[src/rtl/n_bit_deserializer_if.sv]
// n_bit_deserializer_if: strobe/serial input and parallel word/flag outputs of the deserializer
interface n_bit_deserializer_if #(parameter int n = 5);
  logic en;
  logic sin;
  logic [n-1:0] q;
  logic valid;
  logic perr;
  logic ferr;
  logic busy;
  modport master (output en, sin, input q, valid, perr, ferr, busy);
  modport slave (input en, sin, output q, valid, perr, ferr, busy);
endinterface

[src/rtl/n_bit_deserializer.sv]
// n_bit_deserializer: LSB-first serial frame receiver with optional parity and framing check
module n_bit_deserializer #(
  parameter int n = 5,
  parameter int PARITY = 0
) (
  input logic clk,
  input logic rst,
  n_bit_deserializer_if.slave bus
);
  localparam int CW = $clog2(n);
  typedef enum logic [2:0] {IDLE, DATA, PAR, STOP, WAIT_HI} state_t;
  state_t r_state, w_next;
  logic [CW-1:0] r_cnt;
  logic [n-1:0] r_shift, r_q;
  logic r_par, r_valid, r_perr, r_ferr;
  logic w_last, w_take, w_ferr, w_perr;
  always_ff @(posedge clk) r_state <= rst ? IDLE : w_next;
  always_comb begin
    w_next = r_state;
    if (bus.en)
      case (r_state)
        IDLE: w_next = bus.sin ? IDLE : DATA;
        DATA: w_next = !w_last ? DATA : (PARITY != 0) ? PAR : STOP;
        PAR: w_next = STOP;
        STOP: w_next = bus.sin ? IDLE : WAIT_HI;
        default: w_next = bus.sin ? IDLE : WAIT_HI;
      endcase
  end
  always_comb begin
    w_last = r_cnt == CW'(n - 1);
    w_take = bus.en && r_state == STOP && bus.sin;
    w_ferr = bus.en && r_state == STOP && !bus.sin;
    w_perr = w_take && (PARITY != 0) && ((^r_shift ^ r_par) != (PARITY == 2));
  end
  // a mismatched parity still delivers the word; perr just rides along with valid
  always_ff @(posedge clk)
    if (rst) begin
      r_cnt <= '0;
      r_shift <= '0;
      r_q <= '0;
      r_par <= 1'b0;
      r_valid <= 1'b0;
      r_perr <= 1'b0;
      r_ferr <= 1'b0;
    end else begin
      r_valid <= w_take;
      r_perr <= w_perr;
      r_ferr <= w_ferr;
      if (bus.en && r_state == IDLE) r_cnt <= '0;
      if (bus.en && r_state == DATA) begin
        r_shift <= {bus.sin, r_shift[n-1:1]};
        r_cnt <= w_last ? '0 : r_cnt + CW'(1);
      end
      if (bus.en && r_state == PAR) r_par <= bus.sin;
      if (w_take) r_q <= r_shift;
    end
  assign bus.q = r_q;
  assign bus.valid = r_valid;
  assign bus.perr = r_perr;
  assign bus.ferr = r_ferr;
  assign bus.busy = r_state != IDLE;
endmodule

[src/flat_wrapper.sv]
// flat-port wrapper written by rule: the top's interface ports become plain ports
module n_bit_deserializer_flat 
#(
  parameter int n = 5,
  parameter int PARITY = 0
)
  (clk, rst, bus_en, bus_sin, bus_q, bus_valid, bus_perr, bus_ferr, bus_busy);
  n_bit_deserializer_if #(.n(n)) bus_i ();
  input logic clk;
  input logic rst;
  input wire logic [$bits(bus_i.en)-1:0] bus_en;
  input wire logic [$bits(bus_i.sin)-1:0] bus_sin;
  output wire logic [$bits(bus_i.q)-1:0] bus_q;
  output wire logic [$bits(bus_i.valid)-1:0] bus_valid;
  output wire logic [$bits(bus_i.perr)-1:0] bus_perr;
  output wire logic [$bits(bus_i.ferr)-1:0] bus_ferr;
  output wire logic [$bits(bus_i.busy)-1:0] bus_busy;
  assign bus_i.en = bus_en;
  assign bus_i.sin = bus_sin;
  assign bus_q = bus_i.q;
  assign bus_valid = bus_i.valid;
  assign bus_perr = bus_i.perr;
  assign bus_ferr = bus_i.ferr;
  assign bus_busy = bus_i.busy;
  n_bit_deserializer #(.n(n), .PARITY(PARITY)) u_core (.clk(clk), .rst(rst), .bus(bus_i));
endmodule
[config.mk]
export PLATFORM = sky130hd
export DESIGN_NAME = n_bit_deserializer_flat
export DESIGN_NICKNAME = d
export VERILOG_FILES = /design/src/rtl/n_bit_deserializer_if.sv /design/src/rtl/n_bit_deserializer.sv /design/src/flat_wrapper.sv
export SDC_FILE = /design/constraint.sdc
export NUM_CORES = 1
export LEC_CHECK = 0
export CAP_MARGIN = 15
export CORE_AREA = 2 2 40 42
export CTS_CLUSTER_SIZE = 28
export DETAILED_ROUTE_END_ITERATION = 6
export DIE_AREA = 0 0 42 44
export DONT_BUFFER_PORTS = 1
export HOLD_SLACK_MARGIN = 0.06
export PLACE_DENSITY = 0.71
export SYNTH_ARGS = -nofsm -noshare
export SYNTH_HDL_FRONTEND = slang
export SYNTH_SLANG_ARGS = --single-unit
[constraint.sdc]
create_clock -name clk -period 2.2 [get_ports clk]
set_input_delay 0.22 -clock clk [delete_from_list [all_inputs] [get_ports clk]]
set_output_delay 0.22 -clock clk [all_outputs]
set_load 0.01 [all_outputs]
==> flow_summary_export.csv <==
group,metric,value,unit
die,die_x,42,µm
sta,layout_min_cycle_time,1330,ps
route,wl_per_cell,13.2,µm
critical_path,start_kind,"register",
worst_hold_path,hold_class,"in -> reg",
placement,placed_cells,94,
synthesis,syn-cell-area,815,µm²
synthesis,ys.warnings.count,0,
die,placeableCoreArea,1420,µm²
power,leakage,0.000293,µW
global_route,antenna_found_initial,0,
synthesis,syn_avg_cell_area,9.70,µm²
placement,dp.final_hpwl,899,µm
synthesis,synth.top_cell.area_share,0.442,
power,p_seq_frac,0.590,
clocking,cts.clk_slew.worst_paths,100,ps
placement,io_buffer_count,0,
die,initial_core_util,0.574,
clocking,cts_sinks,18,
final_layout,final_area,848,µm²
clocking,postCtsSetupBuffers,0,
route,drt_wl_total,1330,µm
synthesis,syn-num-nets,90,
synthesis,yosys-top-cells-area,"dfxtp_1 44%, mux2i_1 12%, nand2b_1 8.4%",
sta,max_clock_freq,753,MHz
final_layout,nNetsFinal,92,
route,vias_per_cell,5.72,
clocking,cts_tree,"done",
route,vias,578,
sta,setup_violations,0,
outcome,outcome,"complete, no violations",
critical_path,slowest_delay,440,ps
synthesis,synthCells,84,
sta,fin_skew,7.20,ps
clocking,clockBufferDepth,2,
critical_path,worstSetupPathType,"reg -> out",
route,dr.pass1.iters,4,
final_layout,diodes,0,
critical_path,cp_top_family,"simple AND/OR/NAND/NOR gates",
global_route,grt-ovfl-total,0,
clocking,clk_latency,300,ps
power,combPwrFrac,0.049,
global_route,grt_pass1_wl,2360,µm
power,switchingPower,120,µW
critical_path,crit_required,1980,ps
critical_path,crit_arrival,1110,ps
route,drcViolationCount,0,
route,drt-initial-drc-count,11,
clocking,cts_root_buf,"clkbuf_4",
die,fp.dieH,44,µm
critical_path,cp_max_fo,8,
synthesis,synth_cell_types,29,
die,dieArea,1850,µm²
final_layout,instances_no_fill,101,
run,maxCapViolations,0,
synthesis,ys_ff_latch,18,
power,powerDensity,664,nW/µm²
power,clockPowerShare,0.361,
synthesis,yosysSeqAreaShare,0.442,
clocking,htreeDepth,1,
sta,slew_viol_final,0,
critical_path,end_kind,"output pin",
power,peakVddDrop,0.419,mV
sta,final.setup.tns,0,ps
critical_path,critPathBufInv,0,
power,p_sw_frac,0.213,
die,io_pins,13,
final_layout,syn2layout_area_growth,4.15,%
clocking,cts_buffers,3,
placement,place_area,782,µm²
global_route,grt_start_max_net_pins,14,
die,placementRows,14,
placement,routabilityCongestion,0.786,
sta,hold_violations,0,
synthesis,yosys.area.top_type,"dfxtp_1",
route,ant_nets,0,
final_layout,fillers,132,
critical_path,slowest_stage,"or3_1",
critical_path,crit_chain,"or3_1",
sta,post-route-period-util,0.604,
sta,rsz0062_at_grt,"no",
power,p_int,443,µW
global_route,grt_pass1_vias,552,
global_route,track_usage,0.176,
final_layout,final_layout_size_suffix_gt1_frac,0.0824,
-- through the flow --
stage | hold slack, ps | setup slack [ps] | power, µW | util
6_report | 77.2 | 871 | 563 | 0.598
3_3_place_gp | 294 | 974 | 358 | 0.551
2_1_floorplan | 296 | 1050 | 367 | -
3_5_place_dp | 296 | 906 | 359 | 0.551
5_1_grt | 80.1 | 792 | 584 | 0.598
4_1_cts | 82.7 | 856 | 568 | 0.598
-- layer usage --
| metal | GRT usage | wire length, µm |
|---|---|---|
| met1 | 0.211 | 592 |
| met5 | 0 | 0 |
| met3 | 0.0458 | 60 |
| met4 | 0.135 | 40 |
| met2 | 0.269 | 638 |
-- synthesized netlist by cell type --
master    instances
or3b_1            1
nand3b_1          1
ha_1              2
nand3_1           1
or4_1             1
buf_2             1
nor2b_1           2
mux2i_1          10
nand2_1           2
inv_1             3
dfxtp_1          18
and4_2            1
nor3_1            1
nand2b_1         11
and4bb_2          1
or3_1             1
nor3b_1           1
nor2_1            8
o21ai_0           2
a21oi_1           5
buf_4             3
nor4b_1           1
conb_1            1
buf_6             1
clkbuf_8          1
a32oi_1           1
a31oi_1           1
a211oi_1          1
nand2_2           1
-- cell families after synthesis --
family	synth area share
AND/OR/NAND/NOR	0.250
flip-flops	0.442
multiplexers	0.123
buffers and inverters	0.0783
AO/OA/AOI/OAI	0.0707
adder cells (fa/ha/maj)	0.0307
other	0.00460
-- worst paths after layout --
kind,depth (start not counted),end,start,slack [ps]
worst max-delay path,1,bus_busy,u_core.r_state[2]$_SDFFE_PP0P_,870
worst min-delay path,2,u_core.r_shift[4]$_SDFFE_PP0P_,bus_sin,80
worst max register to register,3,u_core.r_shift[0]$_SDFFE_PP0P_,u_core.r_state[0]$_SDFFE_PP0P_,890
worst min register to register,2,u_core.r_cnt[0]$_SDFFE_PP0P_,u_core.r_cnt[0]$_SDFFE_PP0P_,480
-- flip-flops by register name, summed over array words and instances, names as in the netlist --
| signal | count |
|---|---|
| u_core.bus.ferr | 1 |
| u_core.bus.q | 5 |
| u_core.bus.valid | 1 |
| u_core.r_cnt | 3 |
| u_core.r_shift | 5 |
| u_core.r_state | 3 |
-- layout by cell type (no fill, tap or decap), drive strengths merged, types with 2 or more instances in the layout --
cell / n
dlygate4sd3: 3
o21ai: 2
nand2b: 11
nor2b: 2
ha: 2
nand2: 3
nor2: 8
clkbuf: 4
inv: 3
mux2i: 10
dfxtp: 18
a21oi: 5
-- cell type report --
| type | count | area (µm²) | area share |
|---|---|---|---|
| clock buffers | 4 | 36.3 | 0.0428 |
| inverters | 3 | 11.3 | 0.0133 |
| multi-input cells | 57 | 390 | 0.460 |
| flip-flops and latches | 18 | 360 | 0.425 |
| well taps | 16 | 20.0 | 0.0236 |
| repair buffers | 3 | 30.0 | 0.0354 |
-- what timing repair did --
action / 4_1_cts / 5_1_grt
resized for setup: 0 / 0
hold buffers: 3 / 0
endpoints found under the hold margin: 13 / 0
-- power groups by stage --
stage | Combinational (µW) | Clock, µW | Sequential, µW
floorplan | 29.6 | 0 | 337
global route | 30.7 | 221 | 333
CTS | 27.8 | 208 | 332
finish | 27.5 | 203 | 332
global placement | 18.7 | 0 | 339
detailed placement | 19.3 | 0 | 340
(Power assumes the default switching activity.)
